$ cat config.mk
export PLATFORM = sky130hd
export DESIGN_NAME = hazard_ctrl
export DESIGN_NICKNAME = d
export VERILOG_FILES = /design/src/rtl/hazard_ctrl.sv
export SDC_FILE = /design/constraint.sdc
export NUM_CORES = 1
export LEC_CHECK = 0
export BUFFER_PORTS_ARGS = -buffer_cell sky130_fd_sc_hd__buf_2
export CORE_UTILIZATION = 42
export CTS_CLUSTER_SIZE = 30
export DETAILED_ROUTE_END_ITERATION = 10
export HOLD_SLACK_MARGIN = 0.1
export PLACE_DENSITY = 0.79
export SYNTH_ARGS = -nofsm -noshare
export SYNTH_HDL_FRONTEND = slang
export SYNTH_SLANG_ARGS = --single-unit
export TNS_END_PERCENT = 50
$ cat constraint.sdc
create_clock -name clk_i -period 1.9 [get_ports clk_i]
set_input_delay 0.285 -clock clk_i [delete_from_list [all_inputs] [get_ports clk_i]]
set_output_delay 0.285 -clock clk_i [all_outputs]
set_load 0.005 [all_outputs]
$ cat src/rtl/hazard_ctrl.sv
// hazard_ctrl: stall/flush/bubble scheduler for a 5-stage pipeline that resolves branches in ID.
// Optional macro HAZARD_PERF_CNT_EN adds the saturating stall and flush performance counters.
module hazard_ctrl #(
    parameter int CNT_W   = 16,
    parameter int TIMEOUT = 64
) (
    input  logic             clk_i,
    input  logic             rst_i,
    input  logic [4:0]       id_rs_i,
    input  logic [4:0]       id_rt_i,
    input  logic             id_uses_rt_i,
    input  logic             id_branch_i,
    input  logic             id_branch_taken_i,
    input  logic [4:0]       ex_wreg_i,
    input  logic             ex_regwrite_i,
    input  logic             ex_memread_i,
    input  logic             imem_ready_i,
    input  logic             dmem_stall_i,
    output logic             pc_write_o,
    output logic             ifid_hz_o,
    output logic             ifid_flush_o,
    output logic             idex_bubble_o,
    output logic             freeze_o,
    output logic             err_o,
    output logic [CNT_W-1:0] stall_cnt_o,
    output logic [CNT_W-1:0] flush_cnt_o
);

    typedef enum logic [1:0] {
        RUN      = 2'd0,
        STALL1   = 2'd1,
        MEM_WAIT = 2'd2
    } state_e;

    localparam logic [7:0] TIMEOUT_C = 8'(TIMEOUT);

    state_e     state_q, state_d, run_next_s;
    logic [7:0] wait_q, wait_d;
    logic       err_q, err_d;
    logic       match_s, lu_s, brh_s;
    logic       run_pc_s, run_hz_s, run_flush_s, run_bubble_s, run_freeze_s;
    logic       pc_write_s, ifid_hz_s, ifid_flush_s, idex_bubble_s, freeze_s;

    assign match_s = (ex_wreg_i != 5'd0) &&
                     ((ex_wreg_i == id_rs_i) || (id_uses_rt_i && (ex_wreg_i == id_rt_i)));
    assign lu_s    = ex_memread_i && match_s;
    assign brh_s   = id_branch_i && ex_regwrite_i && match_s;

    // RUN-state priority decision; also reused by MEM_WAIT on the release cycle
    always_comb begin
        run_pc_s     = 1'b1;
        run_hz_s     = 1'b0;
        run_flush_s  = 1'b0;
        run_bubble_s = 1'b0;
        run_freeze_s = 1'b0;
        run_next_s   = RUN;
        if (dmem_stall_i) begin
            run_freeze_s = 1'b1;
            run_pc_s     = 1'b0;
            run_hz_s     = 1'b1;
            run_next_s   = MEM_WAIT;
        end else if (lu_s || brh_s) begin
            run_pc_s     = 1'b0;
            run_hz_s     = 1'b1;
            run_bubble_s = 1'b1;
            run_next_s   = (lu_s && id_branch_i) ? STALL1 : RUN;
        end else if (id_branch_taken_i) begin
            run_flush_s  = 1'b1;
            run_pc_s     = 1'b1;
        end else if (!imem_ready_i) begin
            run_pc_s     = 1'b0;
            run_flush_s  = 1'b1;
        end else begin
            run_pc_s     = 1'b1;
        end
    end

    // Output selection and next state per current state
    always_comb begin
        pc_write_s    = 1'b1;
        ifid_hz_s     = 1'b0;
        ifid_flush_s  = 1'b0;
        idex_bubble_s = 1'b0;
        freeze_s      = 1'b0;
        state_d       = state_q;
        if (rst_i) begin
            pc_write_s    = 1'b0;
            ifid_flush_s  = 1'b1;
            idex_bubble_s = 1'b1;
            state_d       = RUN;
        end else begin
            case (state_q)
                RUN: begin
                    pc_write_s    = run_pc_s;
                    ifid_hz_s     = run_hz_s;
                    ifid_flush_s  = run_flush_s;
                    idex_bubble_s = run_bubble_s;
                    freeze_s      = run_freeze_s;
                    state_d       = run_next_s;
                end
                STALL1: begin
                    if (dmem_stall_i) begin
                        freeze_s   = 1'b1;
                        pc_write_s = 1'b0;
                        ifid_hz_s  = 1'b1;
                        state_d    = STALL1;
                    end else begin
                        pc_write_s    = 1'b0;
                        ifid_hz_s     = 1'b1;
                        idex_bubble_s = 1'b1;
                        state_d       = RUN;
                    end
                end
                MEM_WAIT: begin
                    if (dmem_stall_i) begin
                        freeze_s   = 1'b1;
                        pc_write_s = 1'b0;
                        ifid_hz_s  = 1'b1;
                        state_d    = MEM_WAIT;
                    end else begin
                        pc_write_s    = run_pc_s;
                        ifid_hz_s     = run_hz_s;
                        ifid_flush_s  = run_flush_s;
                        idex_bubble_s = run_bubble_s;
                        freeze_s      = run_freeze_s;
                        state_d       = run_next_s;
                    end
                end
                default: begin
                    // Unreachable encoding: squash the front end and recover to RUN
                    pc_write_s    = 1'b0;
                    ifid_flush_s  = 1'b1;
                    idex_bubble_s = 1'b1;
                    state_d       = RUN;
                end
            endcase
        end
    end

    // Memory-wait timer and sticky timeout flag
    always_comb begin
        if ((state_q != MEM_WAIT) && (state_d == MEM_WAIT)) begin
            wait_d = 8'd0;
        end else if ((state_q == MEM_WAIT) && dmem_stall_i && (wait_q < TIMEOUT_C)) begin
            wait_d = wait_q + 8'd1;
        end else begin
            wait_d = wait_q;
        end
        err_d = err_q | (wait_d == TIMEOUT_C);
    end

    // State, timer and error registers
    always_ff @(posedge clk_i) begin
        if (rst_i) begin
            state_q <= RUN;
            wait_q  <= 8'd0;
            err_q   <= 1'b0;
        end else begin
            state_q <= state_d;
            wait_q  <= wait_d;
            err_q   <= err_d;
        end
    end

    assign pc_write_o    = pc_write_s;
    assign ifid_hz_o     = ifid_hz_s;
    assign ifid_flush_o  = ifid_flush_s;
    assign idex_bubble_o = idex_bubble_s;
    assign freeze_o      = freeze_s;
    assign err_o         = err_q;

`ifdef HAZARD_PERF_CNT_EN
    localparam logic [CNT_W-1:0] CNT_MAX = {CNT_W{1'b1}};
    localparam logic [CNT_W-1:0] CNT_ONE = {{(CNT_W-1){1'b0}}, 1'b1};

    logic [CNT_W-1:0] stall_cnt_q, stall_cnt_d, flush_cnt_q, flush_cnt_d;

    function automatic logic [CNT_W-1:0] sat_inc(input logic [CNT_W-1:0] v, input logic en);
        return (en && (v != CNT_MAX)) ? (v + CNT_ONE) : v;
    endfunction

    // Next value of the saturating performance counters
    always_comb begin
        stall_cnt_d = sat_inc(stall_cnt_q, !pc_write_s);
        flush_cnt_d = sat_inc(flush_cnt_q, ifid_flush_s);
    end

    // Performance counter registers
    always_ff @(posedge clk_i) begin
        if (rst_i) begin
            stall_cnt_q <= {CNT_W{1'b0}};
            flush_cnt_q <= {CNT_W{1'b0}};
        end else begin
            stall_cnt_q <= stall_cnt_d;
            flush_cnt_q <= flush_cnt_d;
        end
    end

    assign stall_cnt_o = stall_cnt_q;
    assign flush_cnt_o = flush_cnt_q;
`else
    assign stall_cnt_o = {CNT_W{1'b0}};
    assign flush_cnt_o = {CNT_W{1'b0}};
`endif

endmodule

==> impl_metrics.py, run 1 <==
metrics = {
    "timing": {
        "finalHoldViolCount": 0,
        "max_freq_mhz": 545,
        "whs_ps": 259,
        "rsz0062_at_grt": "false",
        "finalSetupViolCount": 0,
        "timing.setup.tns_ps": 0,
        "finalCriticalPeriod_ps": 1830,
        "skew_ps": 1.51,
        "fin_ws_ps": 65.9,
        "slew_violations": 0,
        "fin_crit_sh_pct": 96.5,
    },
    "hold_path": {
        "hold_path_class": "input port to flip-flop",
    },
    "pwr": {
        "switching_share_pct": 28.1,
        "p_leak_uw": 0.000497,
        "p_clk_share_pct": 31.0,
        "power_density_nw_per_um2": 473,
        "power_switching_uw": 146,
        "pwr-share-comb_pct": 23.6,
        "cell_internal_pwr_uw": 373,
        "seqPwrFrac_pct": 45.4,
        "ir_worst_vdd_mv": 0.431,
    },
    "routing": {
        "wl_per_cell_um": 9.91,
        "vias": 834,
        "viasPerCell": 4.61,
        "post-route-drc-count": 0,
        "drt_iter0_markers": 5,
        "wirelength_um": 1790,
        "drtAntennaViolNets": 0,
        "first_pass_iters": 4,
    },
    "synth": {
        "synth_edf_count": 0,
        "synthTopCellsByCount": "buf_4, nor2_1, dfxtp_1, xnor2_1, nand2_1",
        "syn_inst": 121,
        "ys_seq_area_share_pct": 22.1,
        "ys_warn_count": 0,
        "synth.area.top_cells": "buf_4, dfxtp_1, xnor2_1",
        "yosys.area.top_type": "buf_4",
        "synth_top_area_share_pct": 24.1,
        "ys_seq_elements": 11,
        "async_reset_ff_share_pct": 0,
        "avgSynthCellArea_um2": 8.24,
        "yosysMostFrequentCell": "buf_4",
        "ys_types": 38,
        "synthFlopType": "dfxtp_1",
        "netlist_area_um2": 997,
    },
    "clocking": {
        "cts_buffers": 3,
        "cts-root-buf": "clkbuf_4",
        "h-tree-depth": 1,
        "cts_tree": "yes",
        "cts_hold_buffers": 0,
        "worst_skew_pair.late_latency_ps": 270,
        "cts_buffer_depth": 2,
        "clk_pin_slew_ps": 70,
        "clock-sinks": 11,
    },
    "final_layout": {
        "multi_input_area_um2": 648,
        "area_growth_pct": 10.0,
        "area.sequential_um2": 220,
        "drive_above_1_share_pct": 29.4,
        "nets": 179,
        "n_fill_cell": 226,
        "n_antenna_cell": 0,
    },
    "die": {
        "die-area_um2": 2570,
        "ios": 62,
        "row_count": 17,
        "chipWidth_um": 50.7,
        "die_height_um": 50.7,
        "initial_core_util_pct": 44.6,
        "coreArea_um2": 2230,
    },
    "worst_setup_path": {
        "worst_setup_path_start_kind": "input port",
        "path_class": "input port to output port",
        "cp.arrival_ps": 1550,
        "cp.required_ps": 1620,
        "crit_path_end_kind": "output port",
        "worstPathMaxFanout": 4,
    },
    "global_routing": {
        "grt_usage_pct": 14.7,
        "grt.overflow.total": 0,
        "grt_max_degree": 9,
        "grt_pass1_wl_um": 2850,
        "antenna_found_initial": 0,
        "grt_pass1_vias": 713,
    },
    "status": {
        "status": "finished clean",
    },
    "place": {
        "dp_slack_ps": -42.8,
        "portBuffers": 29,
        "gp_routability_congestion": 0.797,
        "dp_hpwl_um": 1410,
    },
    "job": {
        "cap_violations": 0,
    },
}
-- worst max-delay path: stages --
cell and delay [ps]:
buf_2 120, or4_4 520, o211ai_1 190, buf_4 150
o2111a_1 170, buf_2 110
-- what timing repair did --
item	4_1_cts	5_1_grt
pin swaps	1	1
setup endpoints to repair	1	4
setup buffers	1	0
gates resized for setup	0	3
-- placed cells by master (no fill, tap or decap), types with 2 or more instances in the layout --
cell / instances
conb_1: 32
buf_2: 29
nor2_1: 14
dfxtp_1: 11
xnor2_1: 10
nand2_1: 6
nand4_1: 5
a21oi_1: 4
xor2_1: 4
clkbuf_4: 3
o211ai_1: 2
inv_1: 2
nor3_1: 2
nor2b_1: 2
buf_4: 2
-- routing by layer --
metal | routed length, um | share of wire (%) | up-vias | GRT usage [%]
met5 | 0 | 0 | - | 0
met2 | 824 | 46 | 44 | 26.4
met1 | 760 | 42 | 372 | 15.2
met3 | 188 | 10 | 4 | 6.06
li1 | - | - | 414 | -
met4 | 20 | 1.1 | 0 | 4.63
-- power by group through the flow --
stage          combinational (uW)  sequential [uW]  clock (uW)
6_report                      122              235         161
5_1_grt                       137              236         181
4_1_cts                       117              235         168
3_5_place_dp                  115              241           0
3_3_place_gp                  111              241           0
2_1_floorplan                 118              240           0
-- sequential cells by signal, indices dropped and copies added, names as in the netlist --
name,count
err_o,1
state_q,2
wait_q,8
-- final timing paths --
path,end,cells past startpoint,slack [ps],from
max,pc_write_o,6,70,ex_wreg_i[2]
min,err_o$_SDFF_PP0_,2,260,rst_i
max reg2reg,err_o$_SDFF_PP0_,5,260,wait_q[0]$_SDFF_PP0_
min reg2reg,wait_q[6]$_SDFF_PP0_,2,490,wait_q[6]$_SDFF_PP0_
-- kinds of logic (layout without fill, tap and decap cells) --
kind of cell	after synthesis	in the layout	share of synthesized area, %
AOI/OAI and AO/OA	16	16	14.2
other	1	32	0.376
xor gates and xnor gates	15	15	13.2
and+or+nand+nor	40	40	21.6
adders and majority gates	1	1	1.25
DFF	11	11	22.1
muxes	1	1	1.00
buffers and inverters	36	37	26.3
-- metrics by stage --
step	cell area [um^2]	std cells	power, uW	util, %
floorplan	1110	152	358	-
global placement	1050	176	352	46.8
detailed placement	1050	176	356	46.8
CTS	1080	181	520	48.3
global route	1100	181	554	49.1
finish	1100	181	519	49.1
-- final cells by class --
| class | count | share of cell area, % |
|---|---|---|
| Multi-Input combinational cell | 105 | 59.1 |
| Sequential cell | 11 | 20.1 |
| Tap cell | 28 | 3.19 |
| Timing Repair Buffer | 31 | 14.6 |
| Clock buffer | 4 | 2.39 |
| Inverter | 2 | 0.684 |
No activity file was read; power rests on OpenSTA's default activity.
==> inputs of run 2 (changes only) <==
PLACE_DENSITY = not set   (was 0.79)
PLACE_DENSITY_LB_ADDON = 0.15   (was not set)
==> impl_metrics.py, run 2 (same netlist as run 1, synthesis figures left out) <==
metrics = {
    "clocking": {
        "cts-root-buf": "clkbuf_4",
        "post_cts_buffers": 0,
        "cts_tree": "yes",
        "cts_buffers": 3,
        "clock-sinks": 11,
        "clk_pin_slew_ps": 60,
        "worst_skew_pair.late_latency_ps": 270,
        "cts_buffer_depth": 2,
        "h-tree-depth": 1,
    },
    "routing": {
        "wl_per_cell_um": 9.81,
        "drt_iter0_markers": 7,
        "post-route-drc-count": 0,
        "viasPerCell": 4.50,
        "vias": 814,
        "wirelength_um": 1780,
        "drtAntennaViolNets": 0,
        "first_pass_iters": 4,
    },
    "pwr": {
        "ir_worst_vdd_mv": 0.342,
        "seqPwrFrac_pct": 45.8,
        "cell_internal_pwr_uw": 374,
        "finalPower_uw": 515,
        "p_clk_share_pct": 30.6,
        "power_switching_uw": 140,
        "power_density_nw_per_um2": 467,
        "p_leak_uw": 0.000496,
        "switching_share_pct": 27.2,
        "pwr-share-comb_pct": 23.6,
    },
    "worst_setup_path": {
        "startpoint": "ex_wreg_i[2]",
        "critPathTopFamily": "compound AO/OA/AOI/OAI gates",
        "rrSetupSlack_ps": 290,
        "cp.arrival_ps": 1550,
        "path_cells": "buf_6 -> or4_4 -> o211ai_1 -> o2111a_1 -> buf_2",
        "timing.rr.start": "wait_q[0]$_SDFF_PP0_",
        "r2r-end": "err_o$_SDFF_PP0_",
        "ff2ff_path_depth": 5,
        "path_class": "input port to output port",
        "slowest_delay_ps": 530,
        "cp.required_ps": 1620,
        "worst_setup_path_start_kind": "input port",
        "critical-path-slowest-cell": "or4_4",
        "crit_path_end_kind": "output port",
        "worstPathMaxFanout": 4,
        "cp_num_buf_inv": 2,
    },
    "final_layout": {
        "nets": 179,
        "area_growth_pct": 10.5,
        "regMostFlops": "wait_q",
        "multi_input_area_um2": 641,
        "drive_above_1_share_pct": 28.8,
        "area.sequential_um2": 220,
        "largest_register_ff_count": 8,
        "n_fill_cell": 219,
        "design_area_um2": 1100,
        "mostFrequentLayoutCell": "conb_1",
        "final_cell_mix": "conb_1, buf_2, nor2_1",
        "n_antenna_cell": 0,
    },
    "place": {
        "place_area_um2": 1050,
        "gp_routability_congestion": 0.814,
        "dp_hpwl_um": 1400,
        "portBuffers": 29,
        "dp_slack_ps": 28.0,
    },
    "timing": {
        "slew_violations": 0,
        "fin_ws_ps": 63.7,
        "whs_ps": 270,
        "timing.setup.tns_ps": 0,
        "rsz0062_at_grt": "true",
        "finalSetupViolCount": 0,
        "skew_ps": 1.12,
        "finalHoldViolCount": 0,
        "fin_crit_sh_pct": 96.6,
        "finalCriticalPeriod_ps": 1840,
        "max_freq_mhz": 545,
    },
    "die": {
        "row_count": 17,
        "ios": 62,
        "coreArea_um2": 2230,
        "initial_core_util_pct": 44.6,
        "die-area_um2": 2570,
        "chipWidth_um": 50.7,
        "die_height_um": 50.7,
    },
    "global_routing": {
        "use_met3_pct": 3.94,
        "grt_usage_pct": 14.2,
        "grt_max_degree": 9,
        "grt_busiest_layer": "met2",
        "use_met2_pct": 24.9,
        "grt_pass1_vias": 679,
        "antenna_found_initial": 0,
        "met1_usage_pct": 15.6,
        "grt.overflow.total": 0,
        "grt_pass1_wl_um": 2790,
    },
    "hold_path": {
        "min_path_cells": 2,
        "hold_path_class": "input port to flip-flop",
        "holdCritStartpoint": "rst_i",
        "min_to": "err_o$_SDFF_PP0_",
    },
    "status": {
        "status": "finished clean",
    },
    "job": {
        "cap_violations": 0,
    },
}
==> run 2: per-layer routing <==
metal / wire (um) / share of wire (%) / up-vias
li1: - / - / 416
met1: 765 / 43 / 353
met2: 816 / 46 / 41
met3: 175 / 9.9 / 4
met4: 19 / 1.1 / 0
met5: 0 / 0 / -
==> run 2: power by group through the flow <==
stage / Combinational (uW) / Sequential, uW / Clock (uW)
4_1_cts: 116 / 236 / 164
6_report: 122 / 236 / 157
3_3_place_gp: 114 / 241 / 0
5_1_grt: 137 / 236 / 184
3_5_place_dp: 115 / 241 / 0
2_1_floorplan: 118 / 240 / 0
==> run 2: layout make-up <==
type                            count  area share [%]
Inverter                            2           0.681
Tap cell                           28            3.18
Multi-Input combinational cell    105            58.1
Clock buffer                        4            2.38
Sequential cell                    11            20.0
Timing Repair Buffer               31            15.7
==> run 2: through the flow <==
stage | instances | utilization [%]
finish | 181 | 49.4
global route | 181 | 49.4
CTS | 181 | 48.3
detailed placement | 177 | 47.2
global placement | 177 | 47.2
floorplan | 152 | -
==> run 2: worst max-delay path by stage <==
stage / endpoint / slack (ps) / cells past startpoint
2_1_floorplan: pc_write_o / 290 / 3
3_3_place_gp: pc_write_o / 40 / 5
3_5_place_dp: pc_write_o / 30 / 5
4_1_cts: pc_write_o / 20 / 5
5_1_grt: pc_write_o / -3 / 5
6_report: pc_write_o / 60 / 5
==> run 2: what timing repair did <==
action | 4_1_cts | 5_1_grt
hold buffers | 0 | 0
endpoints found under the setup margin | 0 | 2
gates resized for setup | 0 | 4
==> inputs of run 3 (changes only) <==
CORE_UTILIZATION = 38   (was 42)
CTS_CLUSTER_SIZE = not set   (was 30)
clock period = 1.68 ns   (was 1.9 ns; I/O delays follow)
==> impl_metrics.py, run 3 (same netlist as run 1, synthesis figures left out) <==
metrics = {
    "die": {
        "ios": 62,
        "die-area_um2": 2830,
        "initial_core_util_pct": 40.3,
        "chipWidth_um": 53.2,
        "coreArea_um2": 2480,
        "row_count": 18,
        "die_height_um": 53.2,
    },
    "place": {
        "dp_hpwl_um": 1580,
        "portBuffers": 29,
        "gp_routability_congestion": 0.784,
    },
    "status": {
        "status": "finished with violations",
        "violations": "negative setup slack",
    },
    "worst_setup_path": {
        "cp.required_ps": 1430,
        "worst_setup_path_start_kind": "input port",
        "path_cells": "buf_6 -> or4_4 -> o211ai_1 -> o2111a_1 -> buf_2",
        "crit_path_end_kind": "output port",
        "slowest_delay_ps": 520,
        "cp.arrival_ps": 1530,
        "critical-path-slowest-cell": "or4_4",
        "worstPathMaxFanout": 4,
        "path_class": "input port to output port",
        "rrSetupSlack_ps": 160,
    },
    "final_layout": {
        "largest_register_ff_count": 8,
        "area_growth_pct": 18.1,
        "regMostFlops": "wait_q",
        "multi_input_area_um2": 667,
        "n_fill_cell": 249,
        "area.sequential_um2": 220,
        "final_cell_mix": "conb_1, buf_2, nor2_1",
        "nets": 186,
        "n_antenna_cell": 0,
        "drive_above_1_share_pct": 34.4,
        "mostFrequentLayoutCell": "conb_1",
    },
    "timing": {
        "skew_ps": 5.21,
        "finalCriticalPeriod_ps": 1780,
        "fin_ws_ps": -103,
        "finalSetupViolCount": 4,
        "max_freq_mhz": 561,
        "timing.setup.tns_ps": -183,
        "fin_crit_sh_pct": 106,
        "rsz0062_at_grt": "true",
        "finalHoldViolCount": 0,
        "slew_violations": 0,
    },
    "routing": {
        "wirelength_um": 2040,
        "drt_iter0_markers": 15,
        "vias": 888,
        "drtAntennaViolNets": 0,
        "first_pass_iters": 5,
        "post-route-drc-count": 0,
        "wl_per_cell_um": 10.8,
        "viasPerCell": 4.67,
    },
    "pwr": {
        "p_clk_share_pct": 30.1,
        "switching_share_pct": 28.1,
        "pwr-share-comb_pct": 25.7,
        "cell_internal_pwr_uw": 430,
        "seqPwrFrac_pct": 44.2,
        "ir_worst_vdd_mv": 0.411,
        "power_density_nw_per_um2": 508,
        "finalPower_uw": 598,
        "power_switching_uw": 168,
        "p_leak_uw": 0.000549,
    },
    "clocking": {
        "cts_tree": "yes",
        "cts_buffer_depth": 2,
        "cts-root-buf": "clkbuf_4",
        "clk_pin_slew_ps": 70,
        "clock-sinks": 11,
        "cts_buffers": 3,
        "worst_skew_pair.late_latency_ps": 270,
        "h-tree-depth": 1,
    },
    "global_routing": {
        "grt.overflow.total": 0,
        "grt_pass1_vias": 773,
        "antenna_found_initial": 0,
        "grt_pass1_wl_um": 2970,
        "grt_max_degree": 9,
        "grt_usage_pct": 14.6,
    },
    "job": {
        "cap_violations": 0,
    },
    "hold_path": {
        "hold_path_class": "input port to flip-flop",
    },
}
## run 3: cell count changes in the layout (fill, tap and decap cells not counted)
cell / delta
buf_4: +7
buf_6: -1
o21ai_2: +1
xnor2_1: -3
xnor2_2: +3
buf_2: +1
o21ai_1: -1
## run 3: final cells by class
type,instances,area share (%)
Sequential cell,11,18.7
Inverter,2,0.638
Clock buffer,4,2.23
Timing Repair Buffer,38,18.6
Tap cell,30,3.19
Multi-Input combinational cell,105,56.6
## run 3: power by group through the flow
stage | registers, uW | clock network [uW] | logic (uW)
after floorplan | 272 | 0 | 133
after global placement | 271 | 0 | 135
after detailed placement | 271 | 0 | 137
after CTS | 265 | 188 | 149
after global routing | 265 | 207 | 172
final | 265 | 180 | 154
## run 3: per-stage QoR
step                instance area [um^2]  utilization [%]  std cells  setup slack, ps  hold WS (ps)
floorplan                           1110                -        152              140           320
global placement                    1100             44.4        185             -108           482
detailed placement                  1100             44.4        185             -131           499
CTS                                 1170             47.1        189            -95.2           226
global route                        1180             47.5        190             -157           241
finish                              1180             47.5        190             -103           234
## run 3: path summary, 6_finish.rpt
path	endpoint	from	cells past startpoint
max reg2reg	err_o$_SDFF_PP0_	wait_q[6]$_SDFF_PP0_	5
max	pc_write_o	ex_wreg_i[3]	5
min reg2reg	wait_q[7]$_SDFF_PP0_	wait_q[7]$_SDFF_PP0_	2
min	err_o$_SDFF_PP0_	rst_i	2
## run 3: timing repair
| item | in CTS | in global routing |
|---|---|---|
| hold buffers | 0 | 0 |
| resized for setup | 6 | 1 |
| gates cloned | 0 | 0 |
| setup buffers | 0 | 1 |
| endpoints found under the setup margin | 4 | 5 |
| pin swaps | 6 | 5 |
## run 3: per-layer routing
metal	part of all wire (%)	wire length, um	track usage (%)	vias up
li1	-	-	-	426
met1	40	814	13.7	405
met2	49	1010	28.5	49
met3	9.1	186	4.02	8
met4	1.8	36	6.58	0
met5	0	0	0	-
## run 3: critical path: cells and delay by family
kind	cells	cell delay, ps
AOI/OAI and AO/OA	2	550
and+or+nand+nor	1	520
buffers and inverters	2	200
